**src/rtl/data_table_ram_arb_pkg.sv**
```systemverilog
// ---------------------------------------------------------------------------
// data_table_ram_arb_pkg
//   Shared constants and types for the data-table RAM arbiter.
//   - DT_ARB_* localparams give the default engine count, RAM address and
//     data widths, and RAM read latency used by the arbiter and its interface.
//   - dt_req_idx_t is the engine index type for the default engine count.
//   - dt_rd_tag_t is one stage of the read-return tag pipeline.
// ---------------------------------------------------------------------------
package data_table_ram_arb_pkg;

    localparam int DT_ARB_REQ_CNT     = 4;
    localparam int DT_ARB_A_WIDTH     = 10;
    localparam int DT_ARB_D_WIDTH     = 64;
    localparam int DT_ARB_RAM_LATENCY = 2;

    typedef logic [$clog2(DT_ARB_REQ_CNT)-1:0] dt_req_idx_t;

    typedef struct packed {
        logic        val;
        dt_req_idx_t idx;
    } dt_rd_tag_t;

endpackage

```
**src/rtl/data_table_ram_arb_if.sv**
```systemverilog
// ---------------------------------------------------------------------------
// data_table_ram_arb_if
//   Engine-side bus of the data-table RAM arbiter. All per-engine fields are
//   packed with engine i in slice [i*W +: W].
//   Signals:
//     rd_req      per-engine read request
//     rd_addr     per-engine read address
//     rd_gnt      one-hot read grant
//     rd_data     read data, broadcast to all engines
//     rd_data_val one-hot read data valid
//     wr_req      per-engine write request
//     wr_addr     per-engine write address
//     wr_data     per-engine write data
//     wr_gnt      one-hot write grant
//   Modports:
//     master  the engines (drive requests, receive grants and data)
//     slave   the arbiter
// ---------------------------------------------------------------------------
interface data_table_ram_arb_if
    import data_table_ram_arb_pkg::*;
#(
    parameter int REQ_CNT = DT_ARB_REQ_CNT,
    parameter int A_WIDTH = DT_ARB_A_WIDTH,
    parameter int D_WIDTH = DT_ARB_D_WIDTH
);

    logic [REQ_CNT-1:0]         rd_req;
    logic [REQ_CNT*A_WIDTH-1:0] rd_addr;
    logic [REQ_CNT-1:0]         rd_gnt;
    logic [D_WIDTH-1:0]         rd_data;
    logic [REQ_CNT-1:0]         rd_data_val;

    logic [REQ_CNT-1:0]         wr_req;
    logic [REQ_CNT*A_WIDTH-1:0] wr_addr;
    logic [REQ_CNT*D_WIDTH-1:0] wr_data;
    logic [REQ_CNT-1:0]         wr_gnt;

    modport master (
        output rd_req, rd_addr, wr_req, wr_addr, wr_data,
        input  rd_gnt, rd_data, rd_data_val, wr_gnt
    );

    modport slave (
        input  rd_req, rd_addr, wr_req, wr_addr, wr_data,
        output rd_gnt, rd_data, rd_data_val, wr_gnt
    );

endinterface

```
**src/rtl/data_table_ram_arb_rr_arbiter.sv**
```systemverilog
// ---------------------------------------------------------------------------
// rr_arbiter
//   Round-robin arbiter for one RAM port. The search starts at the registered
//   pointer and wraps; the first set request wins. After a grant the pointer
//   moves to one past the winner, otherwise it holds.
//   Ports:
//     clk_i      clock
//     rst_i      synchronous active-high reset (pointer back to 0)
//     req_i      per-requester request
//     gnt_o      one-hot grant (combinational)
//     gnt_idx_o  index of the granted requester (0 when idle)
// ---------------------------------------------------------------------------
module rr_arbiter #(
    parameter int REQ_CNT = 4
) (
    input  logic                       clk_i,
    input  logic                       rst_i,
    input  logic [REQ_CNT-1:0]         req_i,
    output logic [REQ_CNT-1:0]         gnt_o,
    output logic [$clog2(REQ_CNT)-1:0] gnt_idx_o
);

    localparam int IDX_W = $clog2(REQ_CNT);

    logic [IDX_W-1:0] rr_ptr_q;
    logic [IDX_W-1:0] rr_ptr_d;
    logic [IDX_W:0]   cand_sum;
    logic [IDX_W-1:0] cand;
    logic             found;

    // Wrap-around priority search. The candidate sum carries one extra bit so
    // the wrap is an explicit subtract of REQ_CNT, valid for any REQ_CNT.
    always_comb begin
        gnt_o     = '0;
        gnt_idx_o = '0;
        found     = 1'b0;
        cand_sum  = '0;
        cand      = '0;
        for (int off = 0; off < REQ_CNT; off++) begin
            cand_sum = {1'b0, rr_ptr_q} + (IDX_W+1)'(off);
            if (cand_sum >= (IDX_W+1)'(REQ_CNT)) begin
                cand_sum = cand_sum - (IDX_W+1)'(REQ_CNT);
            end
            cand = cand_sum[IDX_W-1:0];
            if (!found && req_i[cand]) begin
                found       = 1'b1;
                gnt_o[cand] = 1'b1;
                gnt_idx_o   = cand;
            end
        end
    end

    // Pointer wrap compares against the last index instead of truncating.
    always_comb begin
        rr_ptr_d = rr_ptr_q;
        if (found) begin
            rr_ptr_d = (gnt_idx_o == IDX_W'(REQ_CNT - 1)) ? '0 : gnt_idx_o + IDX_W'(1);
        end
    end

    always_ff @(posedge clk_i) begin
        if (rst_i) begin
            rr_ptr_q <= '0;
        end else begin
            rr_ptr_q <= rr_ptr_d;
        end
    end

endmodule

```
**src/rtl/data_table_ram_arb.sv**
```systemverilog
// ---------------------------------------------------------------------------
// data_table_ram_arb
//   Shares the single-read/single-write data-table RAM among REQ_CNT engines.
//   Read and write ports each have their own round-robin arbiter, so one read
//   and one write can be granted every cycle. Read data returns RAM_LATENCY
//   cycles after the grant, steered to the issuing engine by a tag pipeline.
//   Ports:
//     clk_i, rst_i     clock, synchronous active-high reset
//     eng              engine bus (slave modport of data_table_ram_arb_if)
//     lock_i           per-engine lock request (only with the macro below)
//     ram_rd_addr_o    RAM port A address (holds last value when idle)
//     ram_rd_data_i    RAM port A q, passed straight to eng.rd_data
//     ram_wr_addr_o    RAM port B address (0 when idle)
//     ram_wr_data_o    RAM port B data (0 when idle)
//     ram_wr_en_o      RAM port B write enable
//   Build option:
//     DATA_TABLE_ARB_LOCK_EN  adds lock_i; an engine granted while its lock
//     bit is set becomes lock owner and is the only engine granted on either
//     port until its lock bit drops. Undefined: pure round-robin.
// ---------------------------------------------------------------------------
module data_table_ram_arb
    import data_table_ram_arb_pkg::*;
#(
    parameter int REQ_CNT     = DT_ARB_REQ_CNT,
    parameter int A_WIDTH     = DT_ARB_A_WIDTH,
    parameter int D_WIDTH     = DT_ARB_D_WIDTH,
    parameter int RAM_LATENCY = DT_ARB_RAM_LATENCY
) (
    input  logic                 clk_i,
    input  logic                 rst_i,
    data_table_ram_arb_if.slave  eng,
`ifdef DATA_TABLE_ARB_LOCK_EN
    input  logic [REQ_CNT-1:0]   lock_i,
`endif
    output logic [A_WIDTH-1:0]   ram_rd_addr_o,
    input  logic [D_WIDTH-1:0]   ram_rd_data_i,
    output logic [A_WIDTH-1:0]   ram_wr_addr_o,
    output logic [D_WIDTH-1:0]   ram_wr_data_o,
    output logic                 ram_wr_en_o
);

    localparam int IDX_W = $clog2(REQ_CNT);

    // Same layout as dt_rd_tag_t, sized for this instance's engine count.
    typedef struct packed {
        logic             val;
        logic [IDX_W-1:0] idx;
    } rd_tag_t;

    logic [REQ_CNT-1:0] rd_req_eff;
    logic [REQ_CNT-1:0] wr_req_eff;
    logic [REQ_CNT-1:0] rd_gnt;
    logic [REQ_CNT-1:0] wr_gnt;
    logic [IDX_W-1:0]   rd_idx;
    logic [IDX_W-1:0]   wr_idx;

    logic [A_WIDTH-1:0] ram_rd_addr_q;
    logic [A_WIDTH-1:0] ram_rd_addr_d;
    logic [A_WIDTH-1:0] rd_addr_mux;

    rd_tag_t [RAM_LATENCY-1:0] tag_q;
    rd_tag_t [RAM_LATENCY-1:0] tag_d;

`ifdef DATA_TABLE_ARB_LOCK_EN
    logic               lock_held_q;
    logic               lock_held_d;
    logic [IDX_W-1:0]   lock_owner_q;
    logic [IDX_W-1:0]   lock_owner_d;
    logic [REQ_CNT-1:0] owner_mask;

    // While a lock is held, only the owner's requests reach the arbiters.
    always_comb begin
        owner_mask               = '0;
        owner_mask[lock_owner_q] = 1'b1;
        rd_req_eff               = eng.rd_req;
        wr_req_eff               = eng.wr_req;
        if (lock_held_q) begin
            rd_req_eff = eng.rd_req & owner_mask;
            wr_req_eff = eng.wr_req & owner_mask;
        end
    end

    // Release is seen on the first cycle the owner drops its lock bit; a new
    // lock can only be taken from a cycle that started unlocked. Read grant
    // takes precedence if both ports grant locking engines together.
    always_comb begin
        lock_held_d  = lock_held_q;
        lock_owner_d = lock_owner_q;
        if (lock_held_q && !lock_i[lock_owner_q]) begin
            lock_held_d = 1'b0;
        end
        if (!lock_held_q) begin
            if (|rd_gnt && lock_i[rd_idx]) begin
                lock_held_d  = 1'b1;
                lock_owner_d = rd_idx;
            end else if (|wr_gnt && lock_i[wr_idx]) begin
                lock_held_d  = 1'b1;
                lock_owner_d = wr_idx;
            end
        end
    end

    always_ff @(posedge clk_i) begin
        if (rst_i) begin
            lock_held_q  <= 1'b0;
            lock_owner_q <= '0;
        end else begin
            lock_held_q  <= lock_held_d;
            lock_owner_q <= lock_owner_d;
        end
    end
`else
    assign rd_req_eff = eng.rd_req;
    assign wr_req_eff = eng.wr_req;
`endif

    rr_arbiter #(
        .REQ_CNT (REQ_CNT)
    ) u_rd_arb (
        .clk_i     (clk_i),
        .rst_i     (rst_i),
        .req_i     (rd_req_eff),
        .gnt_o     (rd_gnt),
        .gnt_idx_o (rd_idx)
    );

    rr_arbiter #(
        .REQ_CNT (REQ_CNT)
    ) u_wr_arb (
        .clk_i     (clk_i),
        .rst_i     (rst_i),
        .req_i     (wr_req_eff),
        .gnt_o     (wr_gnt),
        .gnt_idx_o (wr_idx)
    );

    assign eng.rd_gnt  = rd_gnt;
    assign eng.wr_gnt  = wr_gnt;
    assign eng.rd_data = ram_rd_data_i;

    // Write port: straight mux from the granted engine, zero when idle.
    always_comb begin
        ram_wr_addr_o = '0;
        ram_wr_data_o = '0;
        for (int i = 0; i < REQ_CNT; i++) begin
            if (wr_gnt[i]) begin
                ram_wr_addr_o = eng.wr_addr[i*A_WIDTH +: A_WIDTH];
                ram_wr_data_o = eng.wr_data[i*D_WIDTH +: D_WIDTH];
            end
        end
    end

    assign ram_wr_en_o = |wr_gnt;

    // Read port: the address holds its last granted value when idle so the
    // RAM address pins do not toggle needlessly.
    always_comb begin
        rd_addr_mux = '0;
        for (int i = 0; i < REQ_CNT; i++) begin
            if (rd_gnt[i]) begin
                rd_addr_mux = eng.rd_addr[i*A_WIDTH +: A_WIDTH];
            end
        end
        ram_rd_addr_d = (|rd_gnt) ? rd_addr_mux : ram_rd_addr_q;
    end

    assign ram_rd_addr_o = ram_rd_addr_d;

    // Tag pipeline, one stage per cycle of RAM read latency.
    always_comb begin
        tag_d        = tag_q;
        tag_d[0].val = |rd_gnt;
        tag_d[0].idx = rd_idx;
        for (int s = 1; s < RAM_LATENCY; s++) begin
            tag_d[s] = tag_q[s-1];
        end
    end

    // Reset flushes every in-flight tag, so reads granted before reset never
    // produce a data valid.
    always_ff @(posedge clk_i) begin
        if (rst_i) begin
            tag_q         <= '0;
            ram_rd_addr_q <= '0;
        end else begin
            tag_q         <= tag_d;
            ram_rd_addr_q <= ram_rd_addr_d;
        end
    end

    always_comb begin
        eng.rd_data_val = '0;
        if (tag_q[RAM_LATENCY-1].val) begin
            eng.rd_data_val[tag_q[RAM_LATENCY-1].idx] = 1'b1;
        end
    end

endmodule

```
**src/flat_wrapper.sv**
```systemverilog
// flat-port wrapper written by rule: the top's interface ports become plain ports
module data_table_ram_arb_flat import data_table_ram_arb_pkg::*;
#(
    parameter int REQ_CNT     = DT_ARB_REQ_CNT,
    parameter int A_WIDTH     = DT_ARB_A_WIDTH,
    parameter int D_WIDTH     = DT_ARB_D_WIDTH,
    parameter int RAM_LATENCY = DT_ARB_RAM_LATENCY
)
  (clk_i, rst_i, ram_rd_addr_o, ram_rd_data_i, ram_wr_addr_o, ram_wr_data_o, ram_wr_en_o, eng_rd_req, eng_rd_addr, eng_wr_req, eng_wr_addr, eng_wr_data, eng_rd_gnt, eng_rd_data, eng_rd_data_val, eng_wr_gnt);
  data_table_ram_arb_if #(.REQ_CNT(REQ_CNT), .A_WIDTH(A_WIDTH), .D_WIDTH(D_WIDTH)) eng_i ();
  input  logic clk_i;
  input  logic rst_i;
  output logic [A_WIDTH-1:0] ram_rd_addr_o;
  input  logic [D_WIDTH-1:0] ram_rd_data_i;
  output logic [A_WIDTH-1:0] ram_wr_addr_o;
  output logic [D_WIDTH-1:0] ram_wr_data_o;
  output logic ram_wr_en_o;
  input wire logic [$bits(eng_i.rd_req)-1:0] eng_rd_req;
  input wire logic [$bits(eng_i.rd_addr)-1:0] eng_rd_addr;
  input wire logic [$bits(eng_i.wr_req)-1:0] eng_wr_req;
  input wire logic [$bits(eng_i.wr_addr)-1:0] eng_wr_addr;
  input wire logic [$bits(eng_i.wr_data)-1:0] eng_wr_data;
  output wire logic [$bits(eng_i.rd_gnt)-1:0] eng_rd_gnt;
  output wire logic [$bits(eng_i.rd_data)-1:0] eng_rd_data;
  output wire logic [$bits(eng_i.rd_data_val)-1:0] eng_rd_data_val;
  output wire logic [$bits(eng_i.wr_gnt)-1:0] eng_wr_gnt;
  assign eng_i.rd_req = eng_rd_req;
  assign eng_i.rd_addr = eng_rd_addr;
  assign eng_i.wr_req = eng_wr_req;
  assign eng_i.wr_addr = eng_wr_addr;
  assign eng_i.wr_data = eng_wr_data;
  assign eng_rd_gnt = eng_i.rd_gnt;
  assign eng_rd_data = eng_i.rd_data;
  assign eng_rd_data_val = eng_i.rd_data_val;
  assign eng_wr_gnt = eng_i.wr_gnt;
  data_table_ram_arb #(.REQ_CNT(REQ_CNT), .A_WIDTH(A_WIDTH), .D_WIDTH(D_WIDTH), .RAM_LATENCY(RAM_LATENCY)) u_core (.clk_i(clk_i), .rst_i(rst_i), .eng(eng_i), .ram_rd_addr_o(ram_rd_addr_o), .ram_rd_data_i(ram_rd_data_i), .ram_wr_addr_o(ram_wr_addr_o), .ram_wr_data_o(ram_wr_data_o), .ram_wr_en_o(ram_wr_en_o));
endmodule
```
**config.mk**
```make
export PLATFORM = sky130hd
export DESIGN_NAME = data_table_ram_arb_flat
export DESIGN_NICKNAME = d
export VERILOG_FILES = /design/src/rtl/data_table_ram_arb_pkg.sv /design/src/rtl/data_table_ram_arb_if.sv /design/src/rtl/data_table_ram_arb_rr_arbiter.sv /design/src/rtl/data_table_ram_arb.sv /design/src/flat_wrapper.sv
export SDC_FILE = /design/constraint.sdc
export NUM_CORES = 1
export LEC_CHECK = 0
export ABC_AREA = 0
export CAP_MARGIN = 0
export CORE_AREA = 2 2 221 223
export DETAILED_ROUTE_END_ITERATION = 6
export DIE_AREA = 0 0 223 225
export PLACE_DENSITY = 0.5
export SETUP_SLACK_MARGIN = 0.2
export SYNTH_ARGS = -nofsm -noshare
export SYNTH_HDL_FRONTEND = slang
export SYNTH_SLANG_ARGS = --single-unit
```
**constraint.sdc**
```tcl
create_clock -name clk_i -period 4.2 [get_ports clk_i]
set_clock_uncertainty 0.1 [all_clocks]
set_input_delay 0.84 -clock clk_i [delete_from_list [all_inputs] [get_ports clk_i]]
set_output_delay 0.84 -clock clk_i [all_outputs]
set_load 0.05 [all_outputs]
```
==> results.toml <==
[cells_and_area]
final_area_um2 = 14300
drive_above_1_share_pct = 43.4
area_growth_pct = 195
nets = 1560
mostFrequentLayoutCell = "clkdlybuf4s50_1"
final_cell_mix = "341 x clkdlybuf4s50_1, 122 x buf_12, 82 x nand2_1, 82 x buf_4, 65 x a221oi_4"
finalNonFillerCells = 1755

[setup_path]
crit_path_start_kind = "input pin"
critical-path-slowest-cell = "mux4_2"
cp_common_cell = "buf_12"
critical-path-max-stage-delay_ns = 0.47
critPathArrivalTime_ns = 3.27
reg2reg_depth = 12
worstPathMaxFanout = 8
critPathRequiredTime_ns = 3.26
r2r_slack_ns = 1.17
worstSetupEndpointType = "primary output"
crit_type = "in2out"
path_cells = "buf_8 -> mux4_2 -> nor2b_4 -> a221o_1 -> a32o_4 -> buf_4 -> buf_12 -> clkbuf_16 -> a221oi_4 -> o21ai_4 -> buf_12"

[synthesis]
synth_cells = 661
yosys_warnings = 0
synth_top_flop_cell = "dfxtp_1"
postSynthNetCount = 1084
synth-edff-count = 0
async_flop_share_pct = 0
ys_seq_area_share_pct = 8.25
ys_types = 53
synth-seq-cells = 20
netlist_area_um2 = 4850
syn_avg_cell_area_um2 = 7.34

[clock_network]
cts_tree = "built"
clock_path_buffers = 2
cts-root-buf = "clkbuf_16"
cts_hold_buf = 0
cts_sinks = 20
clkTransAtPathRegs_ns = 0.07
insertion_delay_ns = 0.26
cts_max_level = 1
cts_made_buffers = 3

[detailed_routing]
drcViolationCount = 0
dr.first_iter.drc_count = 286
via_per_inst = 4.21
vias = 7397
drt-total-wl_um = 42200
firstDrtPassIters = 4
postRouteAntennaNets = 0
wire_per_inst_um = 24.0

[floorplanning]
placementRows = 80
die-area_um2 = 50200
die_x_um = 223
die_y_um = 225
io_pins = 571
start_util_pct = 10.2
core_region_area_um2 = 47500

[sta]
worst_slack_ns = -0.00614
finalHoldViolations = 0
max_freq_mhz = 238
slew_violations = 0
period_minus_slack_ns = 4.21
period_share_pct = 100
slew-limit-headroom_pct = 39.5
worstMarginPinSlew_ns = 0.905
finalSetupViolations = 1
rsz0062_at_grt = "true"

[placement]
place_area_um2 = 11700
place.gp.congestion = 0.856
hpwlAfterDp_um = 30900
dp.cells = 1675
io_buffers = 442

[grt]
grt_use_total_pct = 15.5
gr-total-overflow = 0
grt_pass1_wl_um = 57100
grt_start_max_net_pins = 52
grt_pass1_vias = 7842
antenna_found_initial = 8

[worst_hold_path]
hold_class = "reg2reg"
hold_depth = 1

[run]
maxCapViolations = 0

[outcome]
status = "complete, but fails checks"
violations = "negative setup slack"
critical path, delay by kind of cell:
kind	cells	cell delay, ns
buffers and inverters	5	0.77
AND/OR/NAND/NOR	1	0.15
AO/OA/AOI/OAI	4	1.01
multiplexers	1	0.47
worst paths after layout:
kind / start / endpoint
setup / recovery: eng_wr_req[1] / ram_wr_data_o[42]
hold / removal: u_core.tag_d[3] / u_core.tag_q[3]
setup reg to reg: register / u_core.ram_rd_addr_q[0]
hold reg to reg: u_core.tag_d[3] / u_core.tag_q[3]
state kept, by name, summed over array words and instances (netlist names), named ones only:
signal and flops:
u_core.ram_rd_addr_q 10, u_core.tag_d 3, u_core.tag_q 3, u_core.u_rd_arb.rr_ptr_q 1
u_core.u_wr_arb.rr_ptr_q 1
cells by family after synthesis:
group | synth area share, %
compound gates | 48.0
xor+xnor | 0.542
fa+ha+maj | 3.35
buf+inv | 19.3
flops | 8.25
mux | 5.60
simple gates | 15.0
metrics by stage:
stage | utilization [%] | worst slack, ns | hold WS [ns] | TNS (ns)
floorplan | - | 0.197 | 0.314 | 0
global placement | 24.7 | -0.455 | 0.327 | -29.73
detailed placement | 24.7 | -0.456 | 0.329 | -30.91
CTS | 29.2 | -0.00982 | 0.341 | -0.00982
global route | 30.1 | -0.103 | 0.362 | -2.69
finish | 30.1 | -0.00614 | 0.343 | -0.00614
synthesized netlist by cell type, types with 9 or more instances:
library cell,instances,area share (%)
nand3_1,11,1.1
buf_4,67,10
a221oi_1,16,2.9
a22oi_1,11,1.7
ha_1,13,3.4
nor2b_1,9,1.2
clkbuf_1,27,2.1
a221oi_2,62,19
inv_1,10,0.77
buf_2,22,2.3
a211o_1,12,2.2
nor2_1,23,1.8
o21ai_0,76,7.8
nand2_1,92,7.1
o21ai_1,74,7.6
buf_6,15,3.5
dfxtp_1,20,8.3
a21oi_1,32,3.3
area by class of cell:
type	count	area, um^2
Clock buffer	3	75.1
Multi-Input combinational cell	496	5410
Fill cell	4860	33200
Sequential cell	20	405
Tap cell	615	769
Timing Repair Buffer	603	7520
Clock inverter	1	30.0
Antenna cell	4	10.0
Inverter	13	80.1
per-layer routing:
layer,track usage (%),routed length (um),vias up
met4,3.66,1080,10
met1,17.9,16300,3606
li1,-,-,3389
met5,0,61,-
met3,4.65,3370,45
met2,28.0,21400,347
what timing repair did:
action                                  in CTS  in global routing
setup buffers                               47                  3
pin swaps                                   51                 72
gates resized for setup                    213                 59
endpoints found under the setup margin      88                 85
gates cloned                                16                  6
Power is left out: the tool's default activity adds up to more than one toggle a clock period on the data nets, which glitch-free logic cannot reach.
